## config.mk

```make
export PLATFORM = sky130hd
export DESIGN_NAME = reg_swap_ctrl
export DESIGN_NICKNAME = d
export VERILOG_FILES = /design/src/rtl/reg_swap_ctrl.sv
export SDC_FILE = /design/constraint.sdc
export NUM_CORES = 1
export LEC_CHECK = 0
export ABC_CLOCK_PERIOD_IN_PS = 4700
export CORE_ASPECT_RATIO = 0.9
export CORE_UTILIZATION = 50
export DETAILED_ROUTE_END_ITERATION = 12
export PLACE_DENSITY_LB_ADDON = 0.05
export SYNTH_ARGS = -nofsm -noshare
export SYNTH_HDL_FRONTEND = slang
export SYNTH_SLANG_ARGS = --single-unit
export TNS_END_PERCENT = 10
```

## constraint.sdc

```tcl
create_clock -name clk -period 4.7 [get_ports clk]
set_input_delay 0.94 -clock clk [delete_from_list [all_inputs] [get_ports clk]]
set_output_delay 0.94 -clock clk [all_outputs]
set_load 0.005 [all_outputs]
```

## src/rtl/reg_swap_ctrl.sv

```systemverilog
// rtl/reg_swap_ctrl.sv - compare-and-swap access initiator for the REG register file
module reg_swap_ctrl #(
    parameter int WORD_SIZE = 16
) (
    input  logic                 clk,
    input  logic                 rst,
    input  logic                 start,
    input  logic                 cmp_en,
    input  logic [WORD_SIZE-1:0] addr_a,
    input  logic [WORD_SIZE-1:0] addr_b,
    output logic                 busy,
    output logic                 done,
    output logic                 swapped,
    output logic [WORD_SIZE-1:0] reg_addr,
    output logic [WORD_SIZE-1:0] reg_in,
    input  logic [WORD_SIZE-1:0] reg_out,
    output logic                 READ_EN,
    output logic                 WRITE_EN
);

    typedef enum logic [2:0] {
        IDLE,
        RD_A,
        RD_B,
        CMP,
        WR_A,
        WR_B,
        DONE_S
    } state_t;

    state_t               state;
    logic [WORD_SIZE-1:0] a_l;
    logic [WORD_SIZE-1:0] b_l;
    logic [WORD_SIZE-1:0] da;
    logic [WORD_SIZE-1:0] db;
    logic                 cmp_l;
    logic                 do_swap;

    // In CMP, reg_out already holds mem[b]; db only captures it at the end of CMP.
    assign do_swap = (a_l != b_l) && (!cmp_l || (da > reg_out));

    // Write data is a plain select of latched registers, so it is stable for the whole write cycle.
    assign reg_in = (state == WR_B) ? da : db;

    always_ff @(posedge clk or posedge rst) begin
        if (rst) begin
            state    <= IDLE;
            busy     <= 1'b0;
            done     <= 1'b0;
            swapped  <= 1'b0;
            READ_EN  <= 1'b0;
            WRITE_EN <= 1'b0;
            reg_addr <= '0;
            a_l      <= '0;
            b_l      <= '0;
            da       <= '0;
            db       <= '0;
            cmp_l    <= 1'b0;
        end else begin
            done     <= 1'b0;
            READ_EN  <= 1'b0;
            WRITE_EN <= 1'b0;
            case (state)
                IDLE: begin
                    if (start) begin
                        a_l      <= addr_a;
                        b_l      <= addr_b;
                        cmp_l    <= cmp_en;
                        swapped  <= 1'b0;
                        busy     <= 1'b1;
                        READ_EN  <= 1'b1;
                        reg_addr <= addr_a;
                        state    <= RD_A;
                    end
                end
                RD_A: begin
                    READ_EN  <= 1'b1;
                    reg_addr <= b_l;
                    state    <= RD_B;
                end
                RD_B: begin
                    da    <= reg_out;
                    state <= CMP;
                end
                CMP: begin
                    db <= reg_out;
                    if (do_swap) begin
                        WRITE_EN <= 1'b1;
                        reg_addr <= a_l;
                        state    <= WR_A;
                    end else begin
                        done  <= 1'b1;
                        state <= DONE_S;
                    end
                end
                WR_A: begin
                    WRITE_EN <= 1'b1;
                    reg_addr <= b_l;
                    swapped  <= 1'b1;
                    state    <= WR_B;
                end
                WR_B: begin
                    done  <= 1'b1;
                    state <= DONE_S;
                end
                DONE_S: begin
                    busy  <= 1'b0;
                    state <= IDLE;
                end
                default: begin
                    busy  <= 1'b0;
                    state <= IDLE;
                end
            endcase
        end
    end

endmodule

```

After elaboration in Yosys (flattened, before gate mapping)
Index checks and enable logic that the tools add are counted.
{ "op_classes": {"mux": 17, "n_eq_ne": 8, "n_reduce_logical": 12, "n_lt_le_gt_ge": 1, "bitwise": 1} }
{ "ops": {"columns": ["op", "n"], "rows": [
  ["16-bit two-way mux", 3],
  ["16-bit case mux with 3 select lines", 1],
  ["3-bit case mux with 6 select lines", 1],
  ["16-bit greater-than comparator", 1],
  ["16-bit inequality test", 1],
  ["1-bit case mux with 2 select lines", 5],
  ["3-bit by 2-bit == test with 1-bit output (second input constant)", 2],
  ["3-bit == test (second input constant)", 2],
  ["2-bit AND reduction", 3],
  ["1-bit two-way mux", 5],
  ["5-bit OR reduction", 1],
  ["2-bit inequality test (second input constant)", 2],
  ["3-bit by 1-bit == test with 1-bit output (second input constant)", 1],
  ["3-bit zero test", 1],
  ["3-bit two-way mux", 1],
  ["3-bit AND reduction", 1],
  ["3-bit nonzero test", 1],
  ["2-bit two-way mux", 1],
  ["2-bit nonzero test", 1],
  ["2-bit OR reduction", 1],
  ["1-bit logical AND", 1],
  ["1-bit zero test", 1],
  ["1-bit logical OR", 1],
  ["1-bit NOT", 1]
]} }
{ "totals": {"wordCells": 51, "output_inout_bits": 37, "input_bits": 52, "register_bits": 89} }

Depth between registers and ports, before layout
Gate-level depths: netlist (run 1).
{ "logic_depth": {"word_depth": 5, "ltp_mapped": 9, "ltp_nobuf": 8} }

Least setup slack after synthesis (run 1)
OpenSTA, ideal clock, no wires.
{ "synth_path": {"path_type": "input to register", "from": "input port reg_out[15]", "to": "register reg_addr[0]", "setup_ns": 0.125, "slack_ns": 1.728, "t_arrival_ns": 2.847, "required_ns": 4.575, "path_buffers": 1, "stages": 9, "path_cell_list": "inv_1 ha_1 nand4_1 nor4_1 a21bo_2 a311oi_4 o21bai_4 buf_6 mux2_4"} }
{ "synth_between": {"elab_chain_cells": 5} }
{ "synth_lines": {"columns": ["item", "line", "rtl"], "rows": [
  ["start, declared", "16", "input logic [WORD_SIZE-1:0] reg_out,"],
  ["16-bit greater-than comparator", "40", "assign do_swap = (a_l != b_l) && (!cmp_l || (da > reg_out));"],
  ["1-bit logical OR", "40", null],
  ["1-bit logical AND", "40", null],
  ["2-bit inequality test (no line)", null, null],
  ["3-bit AND reduction (no line)", null, null],
  ["end signal, assigned", "72", "reg_addr <= addr_a;"],
  ["end signal, assigned", "78", "reg_addr <= b_l;"],
  ["end signal, assigned", "89", "reg_addr <= a_l;"],
  ["end, declared", "14", "output logic [WORD_SIZE-1:0] reg_addr,"]
]} }
Every way passes these cells.
A chain may end at the register's enable or synchronous reset.

Final worst setup path (run 1)
{ "layout_path": {"from": "register state[2]", "to": "output port reg_in[0]"} }
{ "layout_between": {"elab_chain_cells": 2} }
{ "layout_lines": {"columns": ["item", "line", "rtl"], "rows": [
  ["start, declared", "31", "state_t state;"],
  ["start signal, assigned", "47", "state <= IDLE;"],
  ["start signal, assigned", "73", "state <= RD_A;"],
  ["start signal, assigned", "79", "state <= RD_B;"],
  ["3-bit == test", "43", "assign reg_in = (state == WR_B) ? da : db;"],
  ["16-bit two-way mux", "43", null],
  ["end, declared", "15", "output logic [WORD_SIZE-1:0] reg_in,"]
]} }
Every way passes these cells.

==> results of run 1 <==
==> worst max-delay path by stage <==
stage	from	endpoint	cells past startpoint
floorplan	rst	READ_EN$_DFF_PP0_	1
global placement	reg_out[15]	reg_addr[8]$_DFFE_PP0P_	9
detailed placement	reg_out[15]	reg_addr[7]$_DFFE_PP0P_	9
CTS	state[2]$_DFFE_PP0P_	reg_in[0]	3
global route	state[2]$_DFFE_PP0P_	reg_in[0]	3
finish	state[2]$_DFFE_PP0P_	reg_in[0]	3
==> cells in the final DEF, fill, tap and decap left out, drive strengths merged, types with 12 or more instances in the layout <==
master | synthesis | final
nand2 | 58 | 58
o21ai | 25 | 25
a22oi | 16 | 16
xnor2 | 17 | 17
clkdlybuf4s50 | 0 | 88
mux2 | 79 | 79
clkbuf | 13 | 12
ha | 16 | 16
inv | 18 | 17
dfrtp | 89 | 89
==> synth_stat cells, types with 7 or more instances <==
cell | number | area share
nor2_1 | 7 | 0.0060
o21ai_0 | 25 | 0.028
xnor2_1 | 17 | 0.034
clkbuf_1 | 13 | 0.011
a21oi_1 | 9 | 0.010
inv_1 | 18 | 0.015
mux2_2 | 69 | 0.18
ha_1 | 16 | 0.045
nand2_1 | 58 | 0.049
mux2_4 | 10 | 0.034
dfrtp_1 | 89 | 0.51
a22oi_1 | 16 | 0.027
==> flip-flops by register name, indices dropped and copies added (netlist names) <==
signal    flops
b_l          16
a_l          16
db           16
WRITE_EN      1
done          1
cmp_l         1
swapped       1
READ_EN       1
da           16
busy          1
reg_addr     16
state         3
==> cell type report <==
class / instances / area [sq um] / area share
Sequential cell: 89 / 2230 / 0.397
Multi-Input combinational cell: 255 / 2040 / 0.364
Timing Repair Buffer: 94 / 926 / 0.165
Tap cell: 119 / 149 / 0.0265
Clock buffer: 12 / 145 / 0.0259
Inverter: 18 / 68.8 / 0.0123
Clock inverter: 4 / 52.6 / 0.00936
==> report_power, final <==
group / switching [uW] / leakage, uW / internal (uW)
combinational: 792 / 0.00130 / 1140
clock: 264 / 0.0000888 / 261
sequential: 314 / 0.00107 / 1160
==> per-stage QoR <==
| stage | instances | setup slack [ns] |
|---|---|---|
| after floorplan | 378 | 1.45 |
| after global placement | 575 | 0.962 |
| after detailed placement | 575 | 0.859 |
| after CTS | 591 | 0.826 |
| after global routing | 591 | 0.714 |
| final | 591 | 0.889 |
==> worst min-delay path, delay by kind of cell, from the launching register on <==
family	cells	cell delay, ns
AO/OA/AOI/OAI	1	0.06
flip-flops	1	0.35
AND/OR/NAND/NOR	1	0.04
==> logic make-up after synthesis <==
kind of cell             count (synthesis)  share of synthesized area
flip-flops                              89                      0.505
AND/OR/NAND/NOR                         85                     0.0866
multiplexers                            79                      0.210
AO/OA/AOI/OAI                           58                     0.0872
buffers and inverters                   34                     0.0312
XOR/XNOR                                17                     0.0338
adder cells (fa/ha/maj)                 16                     0.0454
==> per-layer routing <==
metal  share of wire  vias up  GRT usage
met5               0        -          0
met3           0.049        4     0.0523
met4          0.0046        0     0.0399
met2            0.46       72      0.338
li1                -     1507          -
met1            0.49     1509      0.311
==> impl_metrics.yaml, run 1 <==
status:
  status: "completed"
global_route:
  grt_overflow_total: 0
  grt_max_degree: 37
  grt_antenna_before_repair: 0
  grt.total_usage: 0.217
  grt_pass1_wl_um: 15400
  grt_pass1_vias: 3123
power_and_ir_drop:
  ir_drop_mv: 0.354
  total_power_uw: 3940
  p_per_area_mw_per_mm2: 702
  p_leak_uw: 0.00246
finish:
  nets: 535
  num-fill-cells: 714
  stdcell_area_sq_mm: 0.00561
  final_util: 0.655
  area_growth_pct: 27.4
  drive_gt1_frac: 0.225
  antennaDiodeCount: 0
route:
  drc: 0
  wl_per_cell_um: 15.6
  vias_per_cell: 5.23
  routed_wl_um: 9210
  ant_nets: 0
  firstDrtPassIters: 4
  drtIter0Drc: 106
  vias: 3092
cts:
  ctsLongestPathBuffers: 2
  cts_tree: "built"
  cts_setup_buffers: 0
  root_buffer: "clkbuf_8"
  htree_levels: 3
  cts.repair.resized: 0
  clk_latency_ns: 0.35
  cts_sinks: 89
  cts_buffers: 9
  clk_pin_slew_ns: 0.09
  hold_buffers: 0
hold_path:
  whs_endpoint: "db[5]$_DFFE_PP0N_"
  hp-start: "db[5]$_DFFE_PP0N_"
  holdPathStages: 2
  hp-class: "flip-flop to flip-flop"
placed_design:
  place_congestion: 0.778
  port-buffer-count: 88
  dp_hpwl_um: 6490
  placed_cell_area_sq_mm: 0.00542
yosys:
  synth_edf_count: 0
  syn_inst: 378
  netlist_area_sq_mm: 0.00441
  synth_nets: 446
  ys_seq_area_frac: 0.505
  yosysWarnings: 0
  synthArstFlopShare: 1.00
  yosys.cell_types.count: 34
  ys_ff_latch: 89
  synth_ff_type: "dfrtp_1"
  avgSynthCellArea_sq_um: 11.7
worst_setup_path:
  crit_buf_inv: 1
  cp.required_ns: 3.76
  path_max_fanout: 18
  path_class: "flip-flop to output pin"
  cp_cell_sequence: "nand3b_1 > o21ai_0 > clkdlybuf4s50_1"
  cp_slowest_cell: "nand3b_1"
  ff2ff_path_depth: 5
  cp.arrival_ns: 2.87
  r2r_slack_ns: 1.71
  slowest_delay_ns: 0.80
  critPathTopFamily: "simple AND/OR/NAND/NOR gates"
  r2r_end: "reg_addr[9]$_DFFE_PP0P_"
  end_kind: "output pin"
  crit-reg2reg-launch: "state[2]$_DFFE_PP0P_"
  startpoint_type: "flip-flop"
floorplanning:
  die-area_sq_mm: 0.00919
  die_width_um: 101
  pin_count: 89
  dieHeight_um: 91.1
  rows: 32
  start_util: 0.514
  core_sq_mm: 0.00857
sta:
  rsz0062_at_grt: "no"
  period_share: 0.811
  whs_ns: 0.484
  fmax_mhz: 262
  slew_violations: 0
  period_needed_ns: 3.81
  tns_ns: 0
  setup_viol: 0
  worstMarginPinSlew_ns: 1.08
  clock_skew_ns: 0.00815
  finalHoldViolations: 0
  relSlewSlack: 0.278
job:
  maxCapViolations: 0
Note: power is estimated with default switching activity, not from simulation.
==> run 2: changes to the inputs <==
--- a/config.mk
+++ b/config.mk
@@ -5,7 +5,7 @@
 export SDC_FILE = /design/constraint.sdc
 export NUM_CORES = 1
 export LEC_CHECK = 0
-export ABC_CLOCK_PERIOD_IN_PS = 4700
+export ABC_CLOCK_PERIOD_IN_PS = 3700
 export CORE_ASPECT_RATIO = 0.9
 export CORE_UTILIZATION = 50
 export DETAILED_ROUTE_END_ITERATION = 12
==> constraint.sdc (replaced) <==
create_clock -name clk -period 3.7 [get_ports clk]
set_input_delay 0.74 -clock clk [delete_from_list [all_inputs] [get_ports clk]]
set_output_delay 0.74 -clock clk [all_outputs]
set_load 0.005 [all_outputs]
==> run 2 against run 1 <==
Via count fell by 0.23%. Critical path depth rose by 6. Die area did not move. Flip-flop and latch count did not move. Count of clock-buffer cells in the layout fell by 2. Combinational power rose by 28%. Register-to-register slack got worse by 0.70 ns. Clock power rose by 29%. Hold slack got worse by 0.00088 ns. Largest power group unchanged. Highest routed layer unchanged.
==> impl_metrics.yaml, run 2 (synthesis gave the netlist of run 1 again) <==
power_and_ir_drop:
  ir_drop_mv: 0.368
  p_per_area_mw_per_mm2: 890
  p_leak_uw: 0.00248
global_route:
  grt_pass1_wl_um: 15400
  grt_overflow_total: 0
  grt_antenna_before_repair: 0
  grt_max_degree: 69
  grt.total_usage: 0.219
  grt_pass1_vias: 3121
worst_setup_path:
  end_kind: "flip-flop"
  startpoint_type: "primary input"
  r2r_slack_ns: 1.01
  ff2ff_path_depth: 7
  path_max_fanout: 16
  cp.required_ns: 3.94
  cp.arrival_ns: 3.44
  path_class: "primary input to flip-flop"
sta:
  fin_ws_ns: 0.500
  relSlewSlack: 0.286
  setup_viol: 0
  fmax_mhz: 312
  slew_violations: 0
  period_needed_ns: 3.20
  tns_ns: 0
  rsz0062_at_grt: "no"
  period_share: 0.865
  clock_skew_ns: 0.0110
  finalHoldViolations: 0
  worstMarginPinSlew_ns: 1.07
floorplanning:
  dieHeight_um: 91.1
  core_sq_mm: 0.00857
  rows: 32
  start_util: 0.514
  die-area_sq_mm: 0.00919
  die_width_um: 101
  pin_count: 89
hold_path:
  holdPathStages: 2
  hp-class: "flip-flop to flip-flop"
placed_design:
  post-place-ws_ns: 0.126
  dp_hpwl_um: 6380
  placed_cells: 577
  place_congestion: 0.753
  port-buffer-count: 88
cts:
  cts.repair.resized: 0
  htree_levels: 3
  cts_tree: "built"
  root_buffer: "clkbuf_8"
  cts_sinks: 89
  cts_setup_buffers: 0
  hold_buffers: 0
  clk_pin_slew_ns: 0.09
  clk_latency_ns: 0.35
  ctsLongestPathBuffers: 2
  cts_buffers: 9
status:
  status: "completed"
finish:
  num-fill-cells: 713
  final_cells: 593
  antennaDiodeCount: 0
  multi_input_area_sq_mm: 0.00204
  drive_gt1_frac: 0.232
  regArea_sq_mm: 0.00223
  mostFrequentLayoutCells: "dfrtp_1 (89), clkdlybuf4s50_1 (88), mux2_2 (69), nand2_1 (58), o21ai_0 (25)"
  nets: 537
  area_growth_pct: 28.1
  final_common_cell: "dfrtp_1"
job:
  maxCapViolations: 0
route:
  top_layer_used: "met4"
  ant_nets: 0
  wl_met2_um: 4150
  vias: 3085
  vias_per_cell: 5.20
  wl_met3_um: 385
  firstDrtPassIters: 4
  met1Wirelength_um: 4510
  wl_per_cell_um: 15.3
  drtIter0Drc: 102
  drc: 0
  routed_wl_um: 9090
run 2: layout make-up:
type / instances / share of cell area
well taps: 119 / 0.0264
flip-flops and latches: 89 / 0.394
multi-input cells: 255 / 0.362
clock inverters: 6 / 0.0117
repair buffers: 96 / 0.169
inverters: 18 / 0.0122
clock buffers: 10 / 0.0244
run 2: worst paths after layout:
check	from	endpoint
max	reg_out[15]	reg_addr[7]$_DFFE_PP0P_
min	db[11]$_DFFE_PP0N_	db[11]$_DFFE_PP0N_
max reg2reg	da[15]$_DFFE_PP0P_	reg_addr[7]$_DFFE_PP0P_
min reg2reg	db[11]$_DFFE_PP0N_	db[11]$_DFFE_PP0N_
max in group asynchronous	rst	a_l[9]$_DFFE_PP0P_
min in group asynchronous	rst	swapped$_DFFE_PP0P_
run 2: per-stage QoR:
step                area, sq um   util  total power (uW)  hold slack [ns]
CTS                        5650  0.659              5070            0.487
floorplan                  4410      -              3460            0.444
global placement           5440  0.635              4300            0.458
finish                     5650  0.659              5030            0.483
detailed placement         5440  0.635              4380            0.466
global route               5650  0.659              5430            0.507
run 2: power by group:
group	internal [uW]	switching (uW)
clock	332	344
sequential	1480	390
combinational	1470	1010
total	3280	1750
run 2: worst max-delay path, stage by stage:
cell and delay [ns]:
clkdlybuf4s50_1 0.47, inv_1 0.05, ha_1 0.31, nand4_1 0.17, nor4_1 0.35, and4_1 0.28
a311oi_4 0.07, o21bai_4 0.57, mux2_2 0.40
run 2: layer usage:
metal / vias to the layer above / GRT usage
met1: 1500 / 0.317
met5: - / 0
met3: 2 / 0.0585
met2: 77 / 0.334
met4: 0 / 0.0399
li1: 1506 / -
